$ cat src/rtl/stack_pkg.sv
`default_nettype none
// ============================================================================
// Module  : stack_pkg
// Purpose : Shared definitions for the StackArch operand stack: op encodings
//           and the per-op legality lookup (minimum entries / growth).
// Ports   : none (package)
// Revision: 1.0  initial release
// ============================================================================
package stack_pkg;

   // Op encoding presented on op[2:0] by the control unit
   localparam logic [2:0] OP_NOP     = 3'd0;
   localparam logic [2:0] OP_PUSH    = 3'd1;
   localparam logic [2:0] OP_DROP    = 3'd2;
   localparam logic [2:0] OP_DUP     = 3'd3;
   localparam logic [2:0] OP_SWAP    = 3'd4;
   localparam logic [2:0] OP_OVER    = 3'd5;
   localparam logic [2:0] OP_REDUCE  = 3'd6;
   localparam logic [2:0] OP_REPLACE = 3'd7;

   // Legality requirements of one op
   typedef struct packed {
      logic [1:0] min_entries;  // entries that must already be on the stack
      logic       grows;        // op adds one entry, so it needs a free slot
   } op_req_t;

   function automatic op_req_t op_req(input logic [2:0] op);
      op_req_t r;
      r.min_entries = 2'd0;
      r.grows       = 1'b0;
      case (op)
         OP_PUSH: begin
            r.grows = 1'b1;
         end
         OP_DROP: begin
            r.min_entries = 2'd1;
         end
         OP_DUP: begin
            r.min_entries = 2'd1;
            r.grows       = 1'b1;
         end
         OP_SWAP: begin
            r.min_entries = 2'd2;
         end
         OP_OVER: begin
            r.min_entries = 2'd2;
            r.grows       = 1'b1;
         end
         OP_REDUCE: begin
            r.min_entries = 2'd2;
         end
         OP_REPLACE: begin
            r.min_entries = 2'd1;
         end
         default: begin
            r.min_entries = 2'd0;
         end
      endcase
      return r;
   endfunction

endpackage : stack_pkg
`default_nettype wire

$ cat src/rtl/stack_if.sv
`default_nettype none
// ============================================================================
// Module  : stack_if
// Purpose : Op request / stack status bundle between the CPU control unit
//           (master) and the operand stack (slave).
// Ports   : master drives op_valid, op, push_data, alu_result, err_clr;
//           slave drives op_ready, tos, nos, count, empty, full,
//           overflow, underflow.
// Revision: 1.0  initial release
// ============================================================================
interface stack_if #(
   parameter int WIDTH = 32,
   parameter int DEPTH = 16
);
   localparam int CW = $clog2(DEPTH) + 1;

   logic             op_valid;
   logic             op_ready;
   logic [2:0]       op;
   logic [WIDTH-1:0] push_data;
   logic [WIDTH-1:0] alu_result;
   logic [WIDTH-1:0] tos;
   logic [WIDTH-1:0] nos;
   logic [CW-1:0]    count;
   logic             empty;
   logic             full;
   logic             overflow;
   logic             underflow;
   logic             err_clr;

   modport master (
      output op_valid, op, push_data, alu_result, err_clr,
      input  op_ready, tos, nos, count, empty, full, overflow, underflow
   );

   modport slave (
      input  op_valid, op, push_data, alu_result, err_clr,
      output op_ready, tos, nos, count, empty, full, overflow, underflow
   );

endinterface : stack_if
`default_nettype wire

$ cat src/rtl/stack_spill_rf.sv
`default_nettype none
// ============================================================================
// Module  : stack_spill_rf
// Purpose : Spill storage for stack entries below tos/nos. DEPTH-2 words,
//           one synchronous write at ptr_i, one asynchronous read at ptr_i-1.
// Ports   : clk      - clock, rising edge
//           we_i     - write enable
//           ptr_i    - spill pointer (count-2 of the owning stack)
//           wdata_i  - word written at ptr_i
//           rdata_o  - word stored at ptr_i-1 (0 when that slot is absent)
// Revision: 1.0  initial release
// ============================================================================
module stack_spill_rf #(
   parameter int WIDTH = 32,
   parameter int DEPTH = 16
) (
   input  logic                       clk,
   input  logic                       we_i,
   input  logic [$clog2(DEPTH)-1:0]   ptr_i,
   input  logic [WIDTH-1:0]           wdata_i,
   output logic [WIDTH-1:0]           rdata_o
);

   localparam int ENTRIES = DEPTH - 2;
   localparam int PW      = $clog2(DEPTH);
   localparam int AW      = (ENTRIES > 1) ? $clog2(ENTRIES) : 1;

   // Contents are don't-care after reset, so the array carries no reset.
   logic [WIDTH-1:0] mem_q [ENTRIES];
   logic [PW-1:0]    w_rd_ptr;

   assign w_rd_ptr = ptr_i - PW'(1);

   // The range guards only matter when the stack holds fewer than three
   // entries; the owning stack never uses the read data in that case, and
   // its legality checks keep writes in range.
   always_ff @(posedge clk) begin
      if (we_i && (ptr_i < PW'(ENTRIES))) begin
         mem_q[ptr_i[AW-1:0]] <= wdata_i;
      end
   end

   assign rdata_o = (w_rd_ptr < PW'(ENTRIES)) ? mem_q[w_rd_ptr[AW-1:0]] : '0;

endmodule : stack_spill_rf
`default_nettype wire

$ cat src/rtl/stack_unit.sv
`default_nettype none
// ============================================================================
// Module  : stack_unit
// Purpose : Parametrised operand stack. tos/nos live in registers, deeper
//           entries spill to stack_spill_rf. Supports PUSH/DROP/DUP/SWAP/
//           OVER/REDUCE/REPLACE, sticky overflow/underflow flags and an
//           optional halt-on-error handshake.
// Ports   : clk  - clock, rising edge
//           rst  - asynchronous, active-low reset
//           bus  - stack_if.slave: op request in, stack status out
// Revision: 1.0  initial release
// ============================================================================
module stack_unit
   import stack_pkg::*;
#(
   parameter int WIDTH       = 32,
   parameter int DEPTH       = 16,   // power of two, >= 4
   parameter int HALT_ON_ERR = 1
) (
   input  logic    clk,
   input  logic    rst,
   stack_if.slave  bus
);

   localparam int CW = $clog2(DEPTH) + 1;
   localparam int PW = $clog2(DEPTH);

   // ---------------------------------------------------------------------
   // State
   // ---------------------------------------------------------------------
   logic [WIDTH-1:0] tos_q, tos_d;
   logic [WIDTH-1:0] nos_q, nos_d;
   logic [CW-1:0]    cnt_q, cnt_d;
   logic             ovf_q, ovf_d;
   logic             unf_q, unf_d;

   // ---------------------------------------------------------------------
   // Combinational helpers
   // ---------------------------------------------------------------------
   op_req_t          w_req;
   logic             w_ready;
   logic             w_fire;
   logic             w_set_unf;
   logic             w_set_ovf;
   logic             w_exec;
   logic             w_spill_we;
   logic [PW-1:0]    w_spill_ptr;
   logic [WIDTH-1:0] w_spill_rdata;
   logic [WIDTH-1:0] w_refill;

   // Pointer equals count-2; only the low PW bits matter because the
   // value never exceeds DEPTH-2 whenever the file is actually accessed.
   assign w_spill_ptr = cnt_q[PW-1:0] - PW'(2);

   // Third entry (new nos after a pop) comes from the spill file only if
   // one exists; otherwise nos must read as zero.
   assign w_refill = (cnt_q >= CW'(3)) ? w_spill_rdata : '0;

   if (HALT_ON_ERR != 0) begin : g_halt
      assign w_ready = ~(ovf_q | unf_q);
   end else begin : g_no_halt
      assign w_ready = 1'b1;
   end

   // ---------------------------------------------------------------------
   // Legality and next-state
   // ---------------------------------------------------------------------
   always_comb begin
      w_req      = op_req(bus.op);
      w_fire     = bus.op_valid & w_ready;
      // Underflow takes priority so an op raises at most one flag.
      w_set_unf  = w_fire & (cnt_q < CW'(w_req.min_entries));
      w_set_ovf  = w_fire & ~w_set_unf & w_req.grows & (cnt_q == CW'(DEPTH));
      w_exec     = w_fire & ~w_set_unf & ~w_set_ovf;

      tos_d      = tos_q;
      nos_d      = nos_q;
      cnt_d      = cnt_q;
      w_spill_we = 1'b0;

      if (w_exec) begin
         case (bus.op)
            OP_PUSH: begin
               tos_d      = bus.push_data;
               nos_d      = tos_q;
               cnt_d      = cnt_q + CW'(1);
               w_spill_we = (cnt_q >= CW'(2));
            end
            OP_DROP: begin
               tos_d = nos_q;
               nos_d = w_refill;
               cnt_d = cnt_q - CW'(1);
            end
            OP_DUP: begin
               nos_d      = tos_q;
               cnt_d      = cnt_q + CW'(1);
               w_spill_we = (cnt_q >= CW'(2));
            end
            OP_SWAP: begin
               tos_d = nos_q;
               nos_d = tos_q;
            end
            OP_OVER: begin
               // old nos is both the new tos and the spilled word
               tos_d      = nos_q;
               nos_d      = tos_q;
               cnt_d      = cnt_q + CW'(1);
               w_spill_we = 1'b1;
            end
            OP_REDUCE: begin
               tos_d = bus.alu_result;
               nos_d = w_refill;
               cnt_d = cnt_q - CW'(1);
            end
            OP_REPLACE: begin
               tos_d = bus.alu_result;
            end
            default: begin
               tos_d = tos_q;
            end
         endcase
      end

      // A new error in the same cycle as err_clr leaves the flag set.
      ovf_d = (ovf_q & ~bus.err_clr) | w_set_ovf;
      unf_d = (unf_q & ~bus.err_clr) | w_set_unf;
   end

   always_ff @(posedge clk or negedge rst) begin
      if (!rst) begin
         tos_q <= '0;
         nos_q <= '0;
         cnt_q <= '0;
         ovf_q <= 1'b0;
         unf_q <= 1'b0;
      end else begin
         tos_q <= tos_d;
         nos_q <= nos_d;
         cnt_q <= cnt_d;
         ovf_q <= ovf_d;
         unf_q <= unf_d;
      end
   end

   // ---------------------------------------------------------------------
   // Spill register file (always receives the old nos on a spill)
   // ---------------------------------------------------------------------
   stack_spill_rf #(
      .WIDTH (WIDTH),
      .DEPTH (DEPTH)
   ) u_spill (
      .clk     (clk),
      .we_i    (w_spill_we),
      .ptr_i   (w_spill_ptr),
      .wdata_i (nos_q),
      .rdata_o (w_spill_rdata)
   );

   // ---------------------------------------------------------------------
   // Outputs: all driven from registered state only
   // ---------------------------------------------------------------------
   assign bus.op_ready  = w_ready;
   assign bus.tos       = tos_q;
   assign bus.nos       = nos_q;
   assign bus.count     = cnt_q;
   assign bus.empty     = (cnt_q == '0);
   assign bus.full      = (cnt_q == CW'(DEPTH));
   assign bus.overflow  = ovf_q;
   assign bus.underflow = unf_q;

endmodule : stack_unit
`default_nettype wire

$ cat src/flat_wrapper.sv
// flat-port wrapper written by rule: the top's interface ports become plain ports
module stack_unit_flat import stack_pkg::*;
#(
   parameter int WIDTH       = 32,
   parameter int DEPTH       = 16,                        
   parameter int HALT_ON_ERR = 1
)
  (clk, rst, bus_op_valid, bus_op, bus_push_data, bus_alu_result, bus_err_clr, bus_op_ready, bus_tos, bus_nos, bus_count, bus_empty, bus_full, bus_overflow, bus_underflow);
  stack_if #(.WIDTH(WIDTH), .DEPTH(DEPTH)) bus_i ();
  input  logic clk;
  input  logic rst;
  input wire logic [$bits(bus_i.op_valid)-1:0] bus_op_valid;
  input wire logic [$bits(bus_i.op)-1:0] bus_op;
  input wire logic [$bits(bus_i.push_data)-1:0] bus_push_data;
  input wire logic [$bits(bus_i.alu_result)-1:0] bus_alu_result;
  input wire logic [$bits(bus_i.err_clr)-1:0] bus_err_clr;
  output wire logic [$bits(bus_i.op_ready)-1:0] bus_op_ready;
  output wire logic [$bits(bus_i.tos)-1:0] bus_tos;
  output wire logic [$bits(bus_i.nos)-1:0] bus_nos;
  output wire logic [$bits(bus_i.count)-1:0] bus_count;
  output wire logic [$bits(bus_i.empty)-1:0] bus_empty;
  output wire logic [$bits(bus_i.full)-1:0] bus_full;
  output wire logic [$bits(bus_i.overflow)-1:0] bus_overflow;
  output wire logic [$bits(bus_i.underflow)-1:0] bus_underflow;
  assign bus_i.op_valid = bus_op_valid;
  assign bus_i.op = bus_op;
  assign bus_i.push_data = bus_push_data;
  assign bus_i.alu_result = bus_alu_result;
  assign bus_i.err_clr = bus_err_clr;
  assign bus_op_ready = bus_i.op_ready;
  assign bus_tos = bus_i.tos;
  assign bus_nos = bus_i.nos;
  assign bus_count = bus_i.count;
  assign bus_empty = bus_i.empty;
  assign bus_full = bus_i.full;
  assign bus_overflow = bus_i.overflow;
  assign bus_underflow = bus_i.underflow;
  stack_unit #(.WIDTH(WIDTH), .DEPTH(DEPTH), .HALT_ON_ERR(HALT_ON_ERR)) u_core (.clk(clk), .rst(rst), .bus(bus_i));
endmodule
$ cat config.mk
export PLATFORM = sky130hd
export DESIGN_NAME = stack_unit_flat
export DESIGN_NICKNAME = d
export VERILOG_FILES = /design/src/rtl/stack_pkg.sv /design/src/rtl/stack_if.sv /design/src/rtl/stack_spill_rf.sv /design/src/rtl/stack_unit.sv /design/src/flat_wrapper.sv
export SDC_FILE = /design/constraint.sdc
export NUM_CORES = 1
export LEC_CHECK = 0
export CAP_MARGIN = 15
export CORE_MARGIN = 2
export CORE_UTILIZATION = 59
export DETAILED_ROUTE_END_ITERATION = 8
export GPL_ROUTABILITY_DRIVEN = 0
export PLACE_DENSITY = 0.85
export SLEW_MARGIN = 15
export SYNTH_ARGS = -nofsm -noshare
export SYNTH_HDL_FRONTEND = slang
export SYNTH_SLANG_ARGS = --single-unit
$ cat constraint.sdc
create_clock -name clk -period 6.7 [get_ports clk]
set_input_delay 2.01 -clock clk [delete_from_list [all_inputs] [get_ports clk]]
set_output_delay 2.01 -clock clk [all_outputs]
set_load 0.005 [all_outputs]
# After elaboration in Yosys (flattened, before gate mapping)
# Memories as Yosys holds them, arrays and structs flattened.
# Index checks and enable logic that the tools add are counted.
# totals
word_cells	65
out_inout_bits	74
memories	1
latch_bits	0
reg_bits	71
input_bits	71
rom_bits	0
mem_bits_rw	448
# memory_table
memory	depth	width	read_ports	rd_clocked_by_memory_dff	wr	line_no	source
u_core.u_spill.mem_q	14	32	1	0	1	stack_spill_rf.sv:29	logic [WIDTH-1:0] mem_q [ENTRIES];
# classes
shift	0
mul	0
add_sub_neg	4
n_mux	11
eq_ne	8
reduce_logical	16
n_bitwise	15
n_lt_le_gt_ge	5
div_mod_pow	0
# op_table
op	n
one-hot mux 32 bit (3 select lines)	1
2-to-1 mux 32 bit	2
one-hot mux 32 bit (2 select lines)	1
== test 3 bit, second input constant	4
OR reduction 3 bit	4
>= comparator 5 x 2 -> 1 bit, second input constant	2
one-hot mux 5 bit (2 select lines)	1
AND 1 bit	8
less-than comparator 4 bit, second input constant	2
== test 3 x 2 -> 1 bit, second input constant	2
AND reduction 2 bit	3
OR reduction 2 bit	3
adder 5 x 1 -> 5 bit, second input constant	1
== test 5 bit, second input constant	1
logical NOT 5 bit	1
less-than comparator 5 x 2 -> 1 bit	1
subtractor 5 x 1 -> 5 bit, second input constant	1
2-to-1 mux 1 bit	4
inverter 1 bit	4
one-hot mux 2 bit (2 select lines)	1
nonzero test 2 bit	2
OR reduction 4 bit	1
subtractor 4 x 1 -> 4 bit, second input constant	1
subtractor 4 x 2 -> 4 bit, second input constant	1
5 further kinds	7

# Longest topological paths before layout
# depth
depth_word	15
ltp_mapped	12
mapped_depth_nobuf	8

# Modules after synthesis
# Synthesis repeated with hierarchy kept, for this count alone.
# unflattened
cells_unflattened	1185
hier_area_um2	21491.9
# by_module_without_submodules
module	cells_per_inst	area_per_inst_um2	seq_area_each_um2	n_inst
stack_spill_rf	787	17359.1	13452.9	1
stack_unit	398	4132.7	1776.7	1

# Least setup slack after synthesis
# Ideal clock, no wire load.
# synth_timing
path_kind	input to register
start	input port bus_op_valid
end	memory u_core.u_spill.mem_q[13][0], enable pin
path_slack_ns	0.947
path_buffers	0
t_required_ns	6.239
path_stages	5
setup_ns	0.461
arrival_ns	5.292
cell_sequence	or3b_1 -> a31o_1 -> a21oi_1 -> nand3_1 -> nor3_1
# synth_between
elab_chain_len	12
# synth_rtl
element	line_no	source
from (decl)	flat_wrapper.sv:12	input wire logic [$bits(bus_i.op_valid)-1:0] bus_op_valid;
AND 1 bit (*)	stack_unit.sv:70	w_fire = bus.op_valid & w_ready;
AND 1 bit	stack_unit.sv:72	w_set_unf = w_fire & (cnt_q < CW'(w_req.min_entries));
inverter 1 bit	stack_unit.sv:73, stack_unit.sv:74	
AND 1 bit (*)	stack_unit.sv:73, stack_unit.sv:74	
AND 1 bit (2 in series)	stack_unit.sv:73	w_set_ovf = w_fire & ~w_set_unf & w_req.grows & (cnt_q == CW'(DEPTH));
inverter 1 bit	stack_unit.sv:74	w_exec = w_fire & ~w_set_unf & ~w_set_ovf;
AND 1 bit (*)	stack_unit.sv:74	
2-to-1 mux 1 bit (*)	stack_unit.sv:81	if (w_exec) begin
logical AND 1 bit (*)	stack_spill_rf.sv:38	if (we_i && (ptr_i < PW'(ENTRIES))) begin
2-to-1 mux 1 bit (*)	stack_spill_rf.sv:38	
2-to-1 mux 1 bit (not written as such) (*)	stack_spill_rf.sv:39	mem_q[ptr_i[AW-1:0]] <= wdata_i;
to (decl)	stack_spill_rf.sv:29	
# Every way passes the cells marked *; elsewhere a longest branch is shown, timed or not.

# Final worst setup path
# layout_timing
start	input port bus_op[2]
end	memory u_core.u_spill.mem_q[1][14], enable pin
# layout_between
elab_chain_len	15
elab_cells_between_ends	26
cone_classes	1 x order compare; 7 x eq/ne; 6 x mux; 7 x bitwise; 5 x reduce/logical
# layout_rtl
element	line_no	source
from (decl)	flat_wrapper.sv:13	input wire logic [$bits(bus_i.op)-1:0] bus_op;
== test 3 bit, or another cell as far along	stack_pkg.sv:31	case (op)
OR reduction 3 bit (no source line)	-	
one-hot mux 2 bit (2 select lines)	stack_pkg.sv:31	
less-than comparator 5 x 2 -> 1 bit	stack_unit.sv:72	
AND 1 bit	stack_unit.sv:72	
inverter 1 bit	stack_unit.sv:73, stack_unit.sv:74	
AND 1 bit	stack_unit.sv:73, stack_unit.sv:74	
AND 1 bit (2 in series)	stack_unit.sv:73	
inverter 1 bit	stack_unit.sv:74	
AND 1 bit	stack_unit.sv:74	
2-to-1 mux 1 bit (*)	stack_unit.sv:81	
logical AND 1 bit (*)	stack_spill_rf.sv:38	
2-to-1 mux 1 bit (*)	stack_spill_rf.sv:38	
2-to-1 mux 1 bit (not written as such) (*)	stack_spill_rf.sv:39	
# Marked as above.

==> flow_summary_export.csv <==
group,metric,value,unit
timing,setup_slack,1.66,ns
synth,ys_warns,0,
cts,cts.htree.levels,2,
job,max_cap_viol,0,
cts,cts_root_buf,"sky130_fd_sc_hd__clkbuf_16",
timing,tightestPinTransition,1.13,ns
setup_path,path_class,"in -> reg",
floorplanning,placeableCoreArea,0.0347,mm2
timing,final-setup-viol-count,0,
power,netSwitchingFraction,0.381,
cts,cts-hold-fix-buffers,0,
power,power.combinational.fraction,0.378,
min_path,min-delay-start,"u_core.bus.tos[21]",
placement,port-buffer-count,144,
synth,asyncSetResetFlopFracSynth,0.137,
cells_and_area,area_of_the_multi_input_gates,0.00537,mm2
run_status,status,"finished, final reports clean",
power,cellLeakagePower,8.41,nW
synth,synth_seq_area_share,0.730,
floorplanning,die_area,0.0369,mm2
route,vias_post_dr,12900,
global_route,number_of_global_route_vias_before_repair,12900,
timing,fmax,0.198,GHz
route,detail_route.vias_per_cell,6.62,
timing,worst_slew_margin_rel,0.244,
cells_and_area,layout_overhead_on_the_synthesized_area,17.3,%
cts,post-cts-setup-buffer-count,0,
synth,synth_edf_count,448,
setup_path,timing.reg2reg.worst_path_depth,8,
setup_path,crit_path_start_kind,"primary input",
route,drc,0,
global_route,overflow,0,
cells_and_area,regArea,0.0152,mm2
floorplanning,die_h,192,um
power,power_frac_seq,0.401,
timing,timing.clock.skew,0.0149,ns
global_route,number_of_antenna_violations_at_the_first_check_in_global_routing,1,
floorplanning,die_x,192,um
setup_path,critPathTopFamily,"simple AND/OR/NAND/NOR gates",
setup_path,cell_by_cell_listing_of_the_critical_path,"clkdlybuf4s50_1 > nand2_1 > ha_1 > o21ai_1 > a21oi_1 > nand3_1 > nor2_4 > buf_4",
min_path,hold-path-endpoint,"u_core.bus.tos[21]",
route,drt_first_iter_violations,1524,
placement,pre_cts_slack,1.22,ns
setup_path,crit_path_end_kind,"flip-flop",
synth,ys_ff_latch,519,
setup_path,worstReg2RegStart,"u_core.bus.count[1]",
cts,ctsLongestPathBuffers,3,
synth,synth_fp_nets,1404,
placement,placedInstanceArea,0.0229,mm2
cts,source_to_sink_clock_delay_at_the_later_pin_of_the_worst_skew_pair,0.56,ns
timing,grt_setup_unrepaired,"no",
power,power.internal,0.00777,W
setup_path,cp_data_arrival_time,5.30,ns
route,drt_first_pass_iters,5,
synth,synthesis.area,0.0209,mm2
setup_path,cp.required,6.96,ns
synth,ys_flop_type,"sky130_fd_sc_hd__edfxtp_1",
timing,fin_tns_setup,0,ns
setup_path,worst-path-max-fanout,24,
route,routedWlPerCell,26.8,um
setup_path,crit_slowest_cell,"sky130_fd_sc_hd__nor2_4",
setup_path,r2r_setup_slack,2.47,ns
min_path,holdPathStages,2,
cells_and_area,finalNetCount,1534,
route,drt.antenna.violating_nets,0,
synth,postSynthCellCount,1320,
timing,final_min_period,5.04,ns
power,cellPowerDensity,513,mW/mm2
timing,report.final.slew_viol_count,0,
placement,hpwlAfterDp,29300,um
global_route,grt_start_max_net_pins,110,
cells_and_area,post_route_cells_drive_above_1_share,0.111,
cells_and_area,antenna_cells_inserted,0,
power,worst_ir_drop_vdd,0.000549,V
setup_path,critical_path.reg2reg.endpoint,"u_core.u_spill.mem_q[1][14]",
global_route,grt_pass1_wl,77300,um
cts,cts_tree,"built",
power,post-layout-total-power,0.0125,W
synth,synth.lib_cells_used.distinct,43,
cells_and_area,filler_cell_count,2128,
cts,cts.reportedPaths.clkPinSlew,0.06,ns
setup_path,worst-path-buf-inv,2,
min_path,holdCritPathClass,"reg -> reg",
setup_path,max_stage_delay,0.84,ns
floorplanning,ios,145,
cts,cts-buffers-inserted,49,
timing,final_hold_viol_count,0,
cts,post_cts_resize_count,0,
floorplanning,rows,68,
cts,cts.sinks,519,
synth,synthesis.area_per_instance,15.8,um2
timing,final.period_utilization,0.752,
floorplanning,starting_density,0.601,
route,wirelength,52100,um
global_route,gr-usage-all-layers,0.286,
power,power.net_switching,0.00478,W
power,power_frac_clock,0.220,
cells_and_area,finalInstanceArea,0.0245,mm2
[layout make-up]
cell class	instances	area share
Clock buffer	67	0.0575
Clock inverter	25	0.00828
Inverter	6	0.000920
Multi-Input combinational cell	702	0.220
Sequential cell	519	0.623
Tap cell	455	0.0233
Timing Repair Buffer	172	0.0679
[synth_stat cells, drive strengths merged (2+ instances only)]
cell | count | area (um2)
and2 | 4 | 25.0
nor2 | 49 | 184
buf | 40 | 209
a221oi | 32 | 280
a22o | 32 | 280
nand2b | 4 | 25.0
mux4 | 32 | 721
a21oi | 135 | 676
dfrtp | 71 | 1780
nand3 | 5 | 25.0
clkbuf | 53 | 199
and3 | 2 | 12.5
xnor2 | 7 | 68.8
nor2b | 2 | 12.5
nand2 | 40 | 150
inv | 5 | 18.8
mux2i | 130 | 1300
o21ai | 129 | 646
a21o | 2 | 15.0
edfxtp | 448 | 13500
ha | 12 | 150
a31oi | 32 | 200
a22oi | 32 | 240
mux2 | 2 | 22.5
nor3 | 5 | 25.0
o22ai | 2 | 12.5
[flip-flops by register name (all words and copies together), names as in the netlist]
name,cells
u_core.bus.count,5
u_core.bus.nos,32
u_core.bus.overflow,1
u_core.bus.tos,32
u_core.bus.underflow,1
u_core.u_spill.mem_q,448
[power by group through the flow]
| stage | logic (W) | registers [W] | clock network, W |
|---|---|---|---|
| floorplan | 0.00300 | 0.00477 | 0 |
| global placement | 0.00443 | 0.00502 | 0 |
| detailed placement | 0.00459 | 0.00507 | 0 |
| CTS | 0.00469 | 0.00501 | 0.00277 |
| global route | 0.00507 | 0.00509 | 0.00288 |
| finish | 0.00475 | 0.00504 | 0.00276 |
[cell usage in the layout, fill, tap and decap left out, types with 33 or more instances in the layout]
| cell | n |
|---|---|
| sky130_fd_sc_hd__o21ai_0 | 123 |
| sky130_fd_sc_hd__nor2_1 | 33 |
| sky130_fd_sc_hd__dfrtp_1 | 70 |
| sky130_fd_sc_hd__mux2i_1 | 130 |
| sky130_fd_sc_hd__a21oi_1 | 135 |
| sky130_fd_sc_hd__clkbuf_16 | 51 |
| sky130_fd_sc_hd__clkdlybuf4s50_1 | 143 |
| sky130_fd_sc_hd__nand2_1 | 40 |
| sky130_fd_sc_hd__edfxtp_1 | 448 |
[worst max-delay path by stage]
stage                       startpoint                          end  slack [ns]  depth (start not counted)
after global placement       bus_op[2]  u_core.u_spill.mem_q[0][12]        1.41                          8
after global routing         bus_op[2]  u_core.u_spill.mem_q[1][14]        1.54                          8
after detailed placement     bus_op[2]  u_core.u_spill.mem_q[1][14]        1.22                          8
after floorplan           bus_op_valid  u_core.u_spill.mem_q[13][0]        0.95                          5
final                        bus_op[2]  u_core.u_spill.mem_q[1][14]        1.66                          8
after CTS                    bus_op[2]  u_core.u_spill.mem_q[1][14]        1.72                          8
[per-stage QoR]
step / util / hold WS, ns / cells
floorplan: - / 0.494 / 1320
global placement: 0.658 / 0.502 / 1854
detailed placement: 0.658 / 0.515 / 1854
CTS: 0.705 / 0.526 / 1946
global route: 0.705 / 0.560 / 1946
finish: 0.705 / 0.522 / 1946
[layer usage]
metal	routed length [um]	vias up	track usage
met5	18	-	0
met4	1800	2	0.106
met3	5930	138	0.0676
met2	24900	852	0.458
met1	19400	6412	0.386
li1	-	5479	-
[tightest hold or removal path, stage by stage, from the launching register on]
cell,delay (ns)
sky130_fd_sc_hd__dfrtp_1,0.37
sky130_fd_sc_hd__nand2_1,0.05
sky130_fd_sc_hd__o21ai_0,0.06
[logic make-up (layout without fill, tap and decap cells)]
| family | after synthesis | after routing | synth area share |
|---|---|---|---|
| AO/OA/AOI/OAI | 400 | 400 | 0.115 |
| multiplexers | 164 | 164 | 0.0980 |
| AND/OR/NAND/NOR | 117 | 117 | 0.0247 |
| XOR/XNOR | 8 | 8 | 0.00372 |
| adder cells (fa/ha/maj) | 13 | 13 | 0.00816 |
| flip-flops | 519 | 519 | 0.730 |
| buffers and inverters | 99 | 270 | 0.0206 |
Note: power is estimated with default switching activity, not from simulation.
